===== config.mk =====
export PLATFORM = sky130hd
export DESIGN_NAME = input_conditioner
export DESIGN_NICKNAME = d
export VERILOG_FILES = /design/src/rtl/input_conditioner.sv
export SDC_FILE = /design/constraint.sdc
export NUM_CORES = 1
export LEC_CHECK = 0
export CAP_MARGIN = 15
export CORE_UTILIZATION = 45
export DETAILED_ROUTE_END_ITERATION = 10
export PLACE_DENSITY = 0.7
export SETUP_SLACK_MARGIN = 0.15
export SLEW_MARGIN = 20
export SYNTH_ARGS = -nofsm -noshare
export SYNTH_HDL_FRONTEND = slang
export SYNTH_SLANG_ARGS = --single-unit

===== constraint.sdc =====
create_clock -name clk -period 1.9 [get_ports clk]
set_input_delay 0.38 -clock clk [delete_from_list [all_inputs] [get_ports clk]]
set_output_delay 0.38 -clock clk [all_outputs]
set_load 0.05 [all_outputs]

===== src/rtl/input_conditioner.sv =====
// Synchronises and debounces the stopwatch buttons and switches. Produces clean levels,
// one-cycle press pulses and the run/pause toggle state.
module input_conditioner #(
  parameter int DEBOUNCE_CYCLES = 500000
) (
  input  logic clk,
  input  logic RESET_N,
  input  logic btn_reset,
  input  logic btn_pause,
  input  logic sw_sel,
  input  logic sw_adj,
  output logic reset_lvl,
  output logic reset_pulse,
  output logic pause_pulse,
  output logic paused,
  output logic sel,
  output logic adj
);

  localparam int CNT_W = $clog2(DEBOUNCE_CYCLES) + 1;
  localparam logic [CNT_W-1:0] CNT_MAX = CNT_W'(DEBOUNCE_CYCLES - 1);
  localparam logic [CNT_W-1:0] CNT_ONE = CNT_W'(1);

  localparam int CH_RESET = 0;
  localparam int CH_PAUSE = 1;
  localparam int CH_SEL   = 2;
  localparam int CH_ADJ   = 3;
  localparam int NUM_CH   = 4;

  typedef enum logic {
    RUN    = 1'b0,
    PAUSED = 1'b1
  } state_t;

  logic [NUM_CH-1:0] raw;
  logic [NUM_CH-1:0] s0;
  logic [NUM_CH-1:0] s1;
  logic [NUM_CH-1:0] db;
  logic [NUM_CH-1:0] db_q;
  logic [NUM_CH-1:0] rise;
  logic [CNT_W-1:0]  cnt [NUM_CH];

  state_t state_q;
  state_t state_d;

  assign raw = {sw_adj, sw_sel, btn_pause, btn_reset};

  // Any return of s1 to the debounced level restarts the window, so a glitch
  // shorter than the window never reaches db.
  always_ff @(posedge clk or negedge RESET_N) begin
    if (!RESET_N) begin
      s0   <= '0;
      s1   <= '0;
      db   <= '0;
      db_q <= '0;
      for (int i = 0; i < NUM_CH; i++) begin
        cnt[i] <= '0;
      end
    end else begin
      s0   <= raw;
      s1   <= s0;
      db_q <= db;
      for (int i = 0; i < NUM_CH; i++) begin
        if (s1[i] == db[i]) begin
          cnt[i] <= '0;
        end else if (cnt[i] == CNT_MAX) begin
          db[i]  <= s1[i];
          cnt[i] <= '0;
        end else begin
          cnt[i] <= cnt[i] + CNT_ONE;
        end
      end
    end
  end

  assign rise = db & ~db_q;

  always_ff @(posedge clk or negedge RESET_N) begin
    if (!RESET_N) begin
      reset_pulse <= 1'b0;
      pause_pulse <= 1'b0;
      state_q     <= RUN;
    end else begin
      reset_pulse <= rise[CH_RESET];
      pause_pulse <= rise[CH_PAUSE];
      state_q     <= state_d;
    end
  end

  // A held reset button (which includes its own rising cycle) pins the state to RUN.
  always_comb begin
    state_d = state_q;
    if (db[CH_RESET]) begin
      state_d = RUN;
    end else if (rise[CH_PAUSE]) begin
      state_d = (state_q == RUN) ? PAUSED : RUN;
    end
  end

  assign paused    = (state_q == PAUSED);
  assign reset_lvl = db[CH_RESET];
  assign sel       = db[CH_SEL];
  assign adj       = db[CH_ADJ];

endmodule


After elaboration in Yosys (flattened, before gate mapping)
Index checks and enable logic that the tools add are counted.
Widths: inputs -> output; s select.
{"block": "word_totals", "ff_bits": 97, "word_cells": 48}
{"block": "classes", "n_mux": 11, "n_addsub": 4, "n_reduce_logical": 5, "eq_ne": 8, "bitwise": 6}
{"operator": "$mux 20", "n": 8}
{"operator": "$add 20x1->20 const B", "n": 4}
{"operator": "$eq 20x19->1 const B", "n": 4}
{"operator": "$reduce_and 2->1", "n": 4}
{"operator": "$eq 1x1->1", "n": 4}
{"operator": "$not 1->1", "n": 4}
{"operator": "$mux 1", "n": 3}
{"operator": "$and 2x2->2", "n": 1}
{"operator": "$not 2->2", "n": 1}
{"operator": "$reduce_bool 2->1", "n": 1}

Longest topological paths before layout
Gate-level depths: netlist (run 1).
{"block": "logic_depth", "word_depth": 4, "ltp_mapped": 6}

Worst setup path after synthesis (run 1)
No wires, ideal clock.
{"block": "synth_timing", "path_kind": "register to register", "start": "reg cnt[0] (netlist name)", "end": "reg cnt[10] (netlist name)", "n_path_buf": 1, "setup_time_ns": 0.121, "slack_ns": 0.127, "t_required_ns": 1.779, "arrival_ns": 1.652, "path_stages_with_launch": 7, "period_less_slack_ns": 1.773, "path_cell_list": "dfrtp_1 ha_1 nand4_1 or2_2 o21bai_2 buf_2 nor2_1"}
{"block": "synth_between", "elab_chain_cells": 3, "elab_cells_between_ends": 4, "classes_between": "1 x add/sub; 1 x eq/ne; 2 x mux"}
{"element": "start, declared", "line": "41", "rtl": "logic [CNT_W-1:0] cnt [NUM_CH];"}
{"element": "start signal, assigned by index", "line": "70", "rtl": "cnt[i] <= cnt[i] + CNT_ONE;"}
{"element": "$add 20x1->20 / $eq 20x19->1 (equally long branches)", "line": "70, 66"}
{"element": "$mux 20 *", "line": "66", "rtl": "end else if (cnt[i] == CNT_MAX) begin"}
{"element": "$mux 20 *", "line": "64", "rtl": "if (s1[i] == db[i]) begin"}
Every way passes the cells marked *; elsewhere a longest branch is shown, timed or not.
A chain may end at the register's enable or synchronous reset.

Worst setup path after layout (run 1)
{"block": "layout_timing", "start": "reg cnt[53] (netlist name)", "end": "reg cnt[57] (netlist name)"}
Same word-level chain as after synthesis.

==> results.md, run 1 <==
- The flow ran to the end, and the final reports show no timing, DRC or antenna violations.
- The class of the most critical hold timing path is flop to flop.
- The wire length after detailed routing is 8.555 mm.
- The remaining antenna violation count is 0.
- The minimum period implied by the final worst setup slack is 1702 ps.
- Across the routed clock network, the largest skew measured is 16.79 ps.
- Timing analysis after detailed placement gives a worst setup slack of between 100 and 150 ps.
- The share of synthesized flip-flops with an asynchronous set or reset is 100.0%.
- The placer congestion estimate is 0.8035.
- The clock power share is 36.0%.
- The vertical extent of the die is roughly 100 um.
- The worst path uses 89.57% of the clock period.
- TritonCTS built the clock tree.
- The transition at the pin with the smallest max-transition slack is 501.9 ps.
- The count of flip-flops with a built-in enable after synthesis is 0.
- The total number of yosys warnings is 0.
- The post-detailed-placement half-perimeter wirelength is between 5 and 6 mm.
- The die covers 0.01065 mm2.
- The worst setup path is captured at a flop.
- The buffer depth of the longest clock path is 2.
- Setup slack closes at slightly below 200 ps.
- The analysis attributes to cell leakage a power of approximately 0.0021 uW.
- The startpoint of the worst hold path is s0[0].
- Across the VDD grid, the largest voltage drop is 0.0003404 V.
- Detailed routing inserted a total of approximately 3,400 vias.
- The effective utilization at floorplan is 46.71%.
- The startpoint of the lowest-slack register-to-register path is cnt[53].
- The via count of the first global-routing pass came to 3,215.
- The number of antenna violations at the first check in global routing is 0.
- The setup total negative slack is 0 ps.
- The floorplan step set the die width to 103.2 um.
- The power density relative to cell area is 661.1 mW/mm2.
- The power spent charging and discharging nets is between 900 and 1000 uW.
- The worst hold path depth is 0.
- Counting the fill cells in the layout gives 843.
- Clock tree synthesis inserted a total of 9 buffers.
- For this run, design rule violations remaining after detail routing come to 0.
- The share of layout cells above drive strength 1 is 22.20%.
- The post-synthesis to final-layout area growth is 17.49%.
- The first-pass iteration count of the detailed router is 5.
- The data required time at the worst endpoint is 2190 ps.
- Row generation in the floorplan step produced 36 rows.
- The area of the mapped netlist is between 0.004 and 0.005 mm2.
- The number of instances in the synthesized netlist is 448.
- The capture endpoint of the worst hold path is s1[0].
- Measured in cells, the most critical reg-to-reg path has a length of 4.
- The maximum number of pins on one net before global-route repair is 36.
- The antenna cell count is 0.
- The number of max-slew violations in the final report came to 0.
- In this run, the combinational gates consume 4.6% of the power.
- Buffers placed on the I/O ports in this run total 11.
- The number of clock sinks is 97.
- The achievable frequency is approximately 600 MHz.
- In this run the mean area of a mapped cell was approximately 10 um2.
- The length of routed wiring on met1 is between 4 and 5 mm.
- The final-report hold violation count is 0.
- The critical path goes through nand4_1, or4_4, or3_4, a21oi_2.
- The sequential share of power is about three fifths.
- Setup repair after global routing could not meet its margin everywhere.
- The first global-routing pass estimated 14.41 mm of wire.
- The worst relative slew slack is 66.68%.
- Setup violations remaining at the end of the flow were counted as 0.
- After clock tree synthesis, the clock-pin slew on the worst setup and hold paths is 110 ps.
- Across all register-to-register paths, the minimum setup slack is 200 ps.
- The post-synthesis register bit count is 97.
- The arrival time at the worst endpoint is 1990 ps.
- The worst setup path is launched from a flop.
- The first routing iteration left 138 violations.
- The deepest level of the CTS H-tree is 3.
- For this design the top-level I/O count stands at 12.
- The cell count after placement is 608.
- Of all nets on the critical path, the largest fanout is 5.
- The internal power of the cells totals 2664 uW.
- The slowest stage cell on the critical path is sky130_fd_sc_hd__or4_4.
- The net count after synthesis is 458.
- After the flow finishes, the layout carries non-filler instances totaling 633.
- The capturing point of the worst reg2reg path is cnt[57].
- For this run, the total global-route usage over all layers was measured as 17.43%.
- Dividing the detail-routed wire length by the instance count gives around 14 um.
- The net count of the finished layout is a little over 500.
- The highest routed metal layer is met4.
- The clock root buffer is sky130_fd_sc_hd__clkbuf_8.
- The area of the core is 0.009864 mm2.
- The most used flip-flop cell after synthesis is sky130_fd_sc_hd__dfrtp_1.
- The detailed-routed wire length on met3 is 167 um.
- The tool flagged a number of max-cap violations equal to 0.
- Summing the sequential cell areas from Yosys gives 52.67% of the chip area.
- The post-layout utilization of the core is 54.88%.
- Dividing the detail-routed via count by the number of cells gives 5.295.
- The total overflow left after global routing is 0.
- The unique cell type count in the Yosys netlist is 40.
- The critical path in this run is classified as flop to flop.
- Of the total power, the share spent switching nets is 25.55%.
- The later pin in the worst-skew pair is clocked with a latency of ~370 ps.
- In the detailed route, the total length drawn on met2 is 4.185 mm.
- The worst stage delay on the critical path is approximately 570 ps.
## metrics by stage
stage / hold WS, ps / total power (uW) / instance area, um2
finish: 355.6 / 3579 / 5414
global route: 367.6 / 3723 / 5414
CTS: 358.0 / 3608 / 5244
detailed placement: 317.9 / 2313 / 5030
global placement: 315.9 / 2309 / 5030
floorplan: 84.41 / 2225 / 4616
## synth_stat cells (all sizes together) (4+ instances only)
master / instances / area share [%]
nor4b: 4 / 0.76
dfrtp: 97 / 53
xnor2: 51 / 9.7
o31ai: 5 / 0.92
inv: 21 / 1.7
a21oi: 14 / 1.5
nand2: 17 / 1.4
a31o: 5 / 0.95
buf: 4 / 0.49
nor4: 19 / 2.7
mux2: 4 / 0.98
xor2: 12 / 2.3
ha: 4 / 1.1
or4: 7 / 1.2
nor3: 21 / 2.3
nand3: 26 / 2.8
or3: 5 / 0.79
nand4: 27 / 5.1
nor2: 78 / 6.4
## worst max-delay path: cells and delay by family (launching register included)
family	cells	cell delay, ps
compound gates	1	120
flops	1	440
simple gates	3	1060
## registers in the layout, summed over array words and instances (netlist names)
signal	cells
pause_pulse	1
cnt	80
s1	4
paused	1
db_q	2
db	4
reset_pulse	1
s0	4
## layout by cell type (no fill, tap or decap), drive strengths merged, types with 4 or more instances in the layout
cell type       n
nand4          27
dfrtp          97
clkdlybuf4s50   4
inv            24
buf            36
a21oi          14
nor3           21
o31ai           5
nor4           19
a31o            5
ha              4
mux2            4
nor2           78
clkinv          4
or4             7
xor2           12
clkbuf          9
nor4b           4
nand2          17
or3             5
xnor2          51
nand3          26
## power groups by stage
stage,Sequential [uW],Combinational [uW],Clock (uW)
2_1_floorplan,2160,69.3,0
3_3_place_gp,2160,147,0
3_5_place_dp,2160,150,0
4_1_cts,2120,153,1330
5_1_grt,2130,191,1400
6_report,2130,164,1290
## cells by family (layout without fill, tap and decap cells)
logic type                 Yosys count  count (layout)  share of synthesized area, %
buffers and inverters               28              80                         2.471
DFF                                 97              97                         52.67
xor gates and xnor gates            63              63                         11.97
muxes                                6               6                         1.412
AOI/OAI and AO/OA                   30              30                         4.453
and+or+nand+nor                    220             220                         25.93
adders and majority gates            4               4                         1.086
## routing by layer
layer	up-vias	global-route usage (%)
met4	0	7.801
met3	11	2.487
li1	1654	-
met2	41	28.77
met5	-	0
met1	1646	22.99
## area by class of cell
| class | instances | area [um2] | share of cell area (%) |
|---|---|---|---|
| clock inverters | 7 | 62.56 | 1.156 |
| flip-flops and latches | 97 | 2447 | 45.20 |
| inverters | 21 | 78.83 | 1.456 |
| well taps | 133 | 166.4 | 3.074 |
| multi-input cells | 323 | 2185 | 40.35 |
| repair buffers | 43 | 350.3 | 6.471 |
| clock buffers | 9 | 123.9 | 2.288 |
## worst max path at each step
stage,from,to,depth (start not counted)
detailed placement,cnt[22],cnt[39],4
global route,cnt[57],db[1],4
finish,cnt[53],cnt[57],4
CTS,cnt[49],cnt[57],4
global placement,cnt[60],cnt[78],6
floorplan,cnt[72],cnt[71],5
## repair_timing
item                                    in CTS  in global routing
hold buffers                                 1                  0
endpoints found under the setup margin       6                 25
pin swaps                                    0                  5
endpoints found under the hold margin       24                  0
gates resized for setup                      7                 32
setup buffers                                0                  8
No activity file was read; power rests on OpenSTA's default activity.
==> run 2, diff against run 1 <==
Settings changed: CAP_MARGIN 15 to not set.
==> results of run 2 <==
No change in the layout: final DEF, timing and power equal those of run 1.
==> run 3, diff against run 2 <==
Clock period 1.9 ns to 1.5 ns, I/O delays scaled along.
==> run 3 against run 2 <==
The flow now finishes with violations (negative setup slack). Sequential share of layout area shrank 9.7 points. Clock power grew 19%. Sequential power grew 26%. Cell count grew 19%. First-iteration DRC count shrank 6.5%. Clock skew shrank 1.8 ps. Critical path depth grew 1. Combinational power grew 110%. Via count grew 17%. Critical path type unchanged. Critical endpoint is now cnt[37]. Largest cell class is now multi-input gates.
==> results.md, run 3 (synthesis results as in run 1) <==
- The worst register-to-register path begins at cnt[29].
- The wire length of the first global-routing pass is 18.06 mm (+25%).
- The final number of setup-violating endpoints came to 71 (+71).
- The data required time at the worst endpoint came to 1800 ps (-390 ps).
- The setup slack on the worst flop-to-flop path is -120 ps (-320 ps).
- The largest fanout of any net on the critical path is 3 (-2).
- The number of nets in the final layout is 624 (+24%).
- Setup repair after global routing could not meet its margin everywhere.
- The post-route non-filler standard cell count is 752 (+19%).
- The number of DRC markers after the initial detailed-route iteration is 129 (-6.5%).
- The effective utilization at floorplan is 46.71% (unchanged).
- The tree is rooted in a sky130_fd_sc_hd__clkbuf_8.
- The endpoint kind of the worst setup timing path is a flop.
- The wire length after detailed routing is 11.27 mm (+32%).
- The minimum period implied by the final worst setup slack was 1617 ps (-84.89 ps).
- The achievable frequency is 618.4 MHz (+5.3%).
- The leakage power summed over all cells is 0.002939 uW (+37%).
- The register with the most flip-flops in the final layout is cnt.
- The power density relative to cell area came to 664.2 mW/mm2 (+0.47%).
- The all-layer global routing usage is 22.42% (+5.0 points).
- The category of the critical setup timing path is flop to flop.
- The latest clock arrival within the worst-skew pair is 380 ps (about the same).
- The checks that failed: negative setup slack.
- The worst hold margin is 348.9 ps (-6.659 ps).
- The share of layout cells above drive strength 1 is 45.56% (+23 points).
- The vertical extent of the die is 103.2 um (unchanged).
- The wire length per cell after detailed routing is 14.99 um (+11%).
- The transition at the pin with the smallest max-transition slack came to 406.0 ps (-95.81 ps).
- STA classifies the critical path startpoint as a flop.
- The number of antenna violations at the first check in global routing is 0 (unchanged).
- The antenna cell count came to 0 (unchanged).
- The placer congestion estimate is 0.8048 (+0.16%).
- The clock power share is 33.6% (-2.4 points).
- The maximum vdd ir drop is 0.0005472 V (+61%).
- The area growth from synthesis to layout is 49.28%.
- In the layout the commonest cells are sky130_fd_sc_hd__buf_4 (126), sky130_fd_sc_hd__dfrtp_1 (85), sky130_fd_sc_hd__nor2_1 (52), sky130_fd_sc_hd__xnor2_1 (51), sky130_fd_sc_hd__nor2_2 (23).
- The clock transition at the registers of the reported paths is 90 ps (-20 ps).
- The number of port buffers is 11 (unchanged).
- The capture endpoint of the worst hold path is s0[0].
- The TritonCTS clock tree is yes.
- The cell area after placement was 0.006073 mm2 (+21%).
- The via-per-instance ratio is 5.210 (-1.6%).
- The via count of the first global-routing pass came to 3,954 (+23%).
- In this run the worst hold path is classified as input port to flop.
- The post-detailed-placement half-perimeter wirelength came to 7.203 mm (+22%).
- The buffer depth of the longest clock path is 2 (unchanged).
- In this run the critical register-to-register path is captured at cnt[37].
- The number of max-capacitance violations reported came to 0 (unchanged).
- The width of the die is 103.2 um (unchanged).
- The worst clock skew on the final layout is 15.01 ps (-1.781 ps).
- The total of fill cells in the finished design is 680 (-19%).
- The DRC violation count after routing is 0 (unchanged).
- The area enclosed by the die boundary is 0.01065 mm2 (unchanged).
- The post-route standard cell area excluding fillers is 0.006879 mm2 (+27%).
- The number of I/O pins came to 12 (unchanged).
- The remaining antenna violation count is 0 (unchanged).
- The total number of vias came to 3,918 (+17%).
- The maximum number of pins on one net before global-route repair is 35 (-2.8%).
- The combinational fraction of design power is 7.5% (+2.9 points).
- The floorplan row count is 36 (unchanged).
- The post-layout utilization of the core is 69.74% (+15 points).
- The cell count after placement is 705 (+16%).
- The arrival time at the worst endpoint came to 1920 ps (-70 ps).
- The number of clock sinks is 97 (unchanged).
- The CTS buffer count came to 9 (unchanged).
- The area of the core came to 0.009864 mm2 (unchanged).
- The leading cell type in the layout, fill and taps excluded is sky130_fd_sc_hd__buf_4.
- The proportion of total power due to net switching is 24.25% (-1.3 points).
- The final-report hold violation count is 0 (unchanged).
- The post-route total power is 4569 uW (+28%).
- The startpoint of the worst hold path is btn_reset.
- The part of the cycle the worst path needs is 107.8% (+18 points).
- The deepest level of the CTS H-tree came to 3 (unchanged).
- The power spent charging and discharging nets came to 1108 uW (+21%).
- The sequential share of power was 58.9% (-0.5 points).
- The worst relative slew slack is 72.74% (+6.1 points).
- The logic depth of the worst register-to-register path came to 5 (+1).
- The design internal power was 3461 uW (+30%).
- The worst-case setup margin in the final layout is -117.0 ps (-315.1 ps).
- The number of max-slew violations in the final report is 0 (unchanged).
- The first-pass iteration count of the detailed router is 5 (unchanged).
- The worst hold path depth was 1 (+1).
- The run finished, with violations left.
- The flip-flop count of the largest register after layout was 80 (unchanged).
- The overall overflow remaining after global route is 0 (unchanged).
[run 3: cell types whose count changed in the layout (fill, tap and decap cells not counted), sizes merged]
| cell | change |
|---|---|
| dlygate4sd2 | -2 |
| buf | +121 |
| clkbuf | +3 |
| inv | -3 |
[run 3: worst max-delay path by stage]
stage                     cells after the start  endpoint     from
final                                         5   cnt[37]  cnt[29]
after global routing                          4   cnt[57]  cnt[55]
after CTS                                     4     db[2]  cnt[30]
after detailed placement                      4     db[2]  cnt[30]
after global placement                        4   cnt[59]  cnt[52]
after floorplan                               4   cnt[57]  cnt[49]
[run 3: layout make-up]
type	count	area (um2)	area share, %
Inverter	21	78.83	1.146
Multi-Input combinational cell	323	2576	37.45
Clock inverter	4	20.02	0.2910
Clock buffer	12	145.1	2.110
Sequential cell	97	2442	35.50
Timing Repair Buffer	162	1450	21.08
Tap cell	133	166.4	2.419
[run 3: power by group through the flow]
stage	combinational (uW)	clock [uW]	sequential, uW
floorplan	107	0	2730
global placement	263	0	2740
detailed placement	272	0	2740
CTS	324	1590	2690
global route	377	1680	2700
finish	343	1540	2690
[run 3: what timing repair did]
| action | CTS | global route |
|---|---|---|
| pin swaps | 26 | 21 |
| gates resized for setup | 54 | 41 |
| hold buffers | 1 | 0 |
| gates cloned | 1 | 0 |
| setup endpoints to repair | 79 | 79 |
| buffers inserted | 17 | 12 |
| hold endpoints to repair | 25 | 0 |
[run 3: metrics by stage]
| step | worst slack [ps] | TNS [ps] |
|---|---|---|
| global route | -194.9 | -7490 |
| CTS | -124.4 | -2038 |
| floorplan | -75.28 | -1714 |
| finish | -117.0 | -3169 |
| detailed placement | -186.7 | -4335 |
| global placement | -70.40 | -1345 |
[run 3: layer usage]
metal	vias to the layer above	GRT usage [%]	wire length [um]
li1	1900	-	-
met1	1937	26.58	4789
met2	63	39.54	5919
met3	18	4.973	326
met4	0	9.101	233
met5	-	0	0
[run 3: critical path: stages, from the launching register on]
cell                      delay (ps)
sky130_fd_sc_hd__dfrtp_1         420
sky130_fd_sc_hd__buf_6           120
sky130_fd_sc_hd__nand4_4         120
sky130_fd_sc_hd__or2_4           280
sky130_fd_sc_hd__or4_4           470
sky130_fd_sc_hd__a21oi_1         130
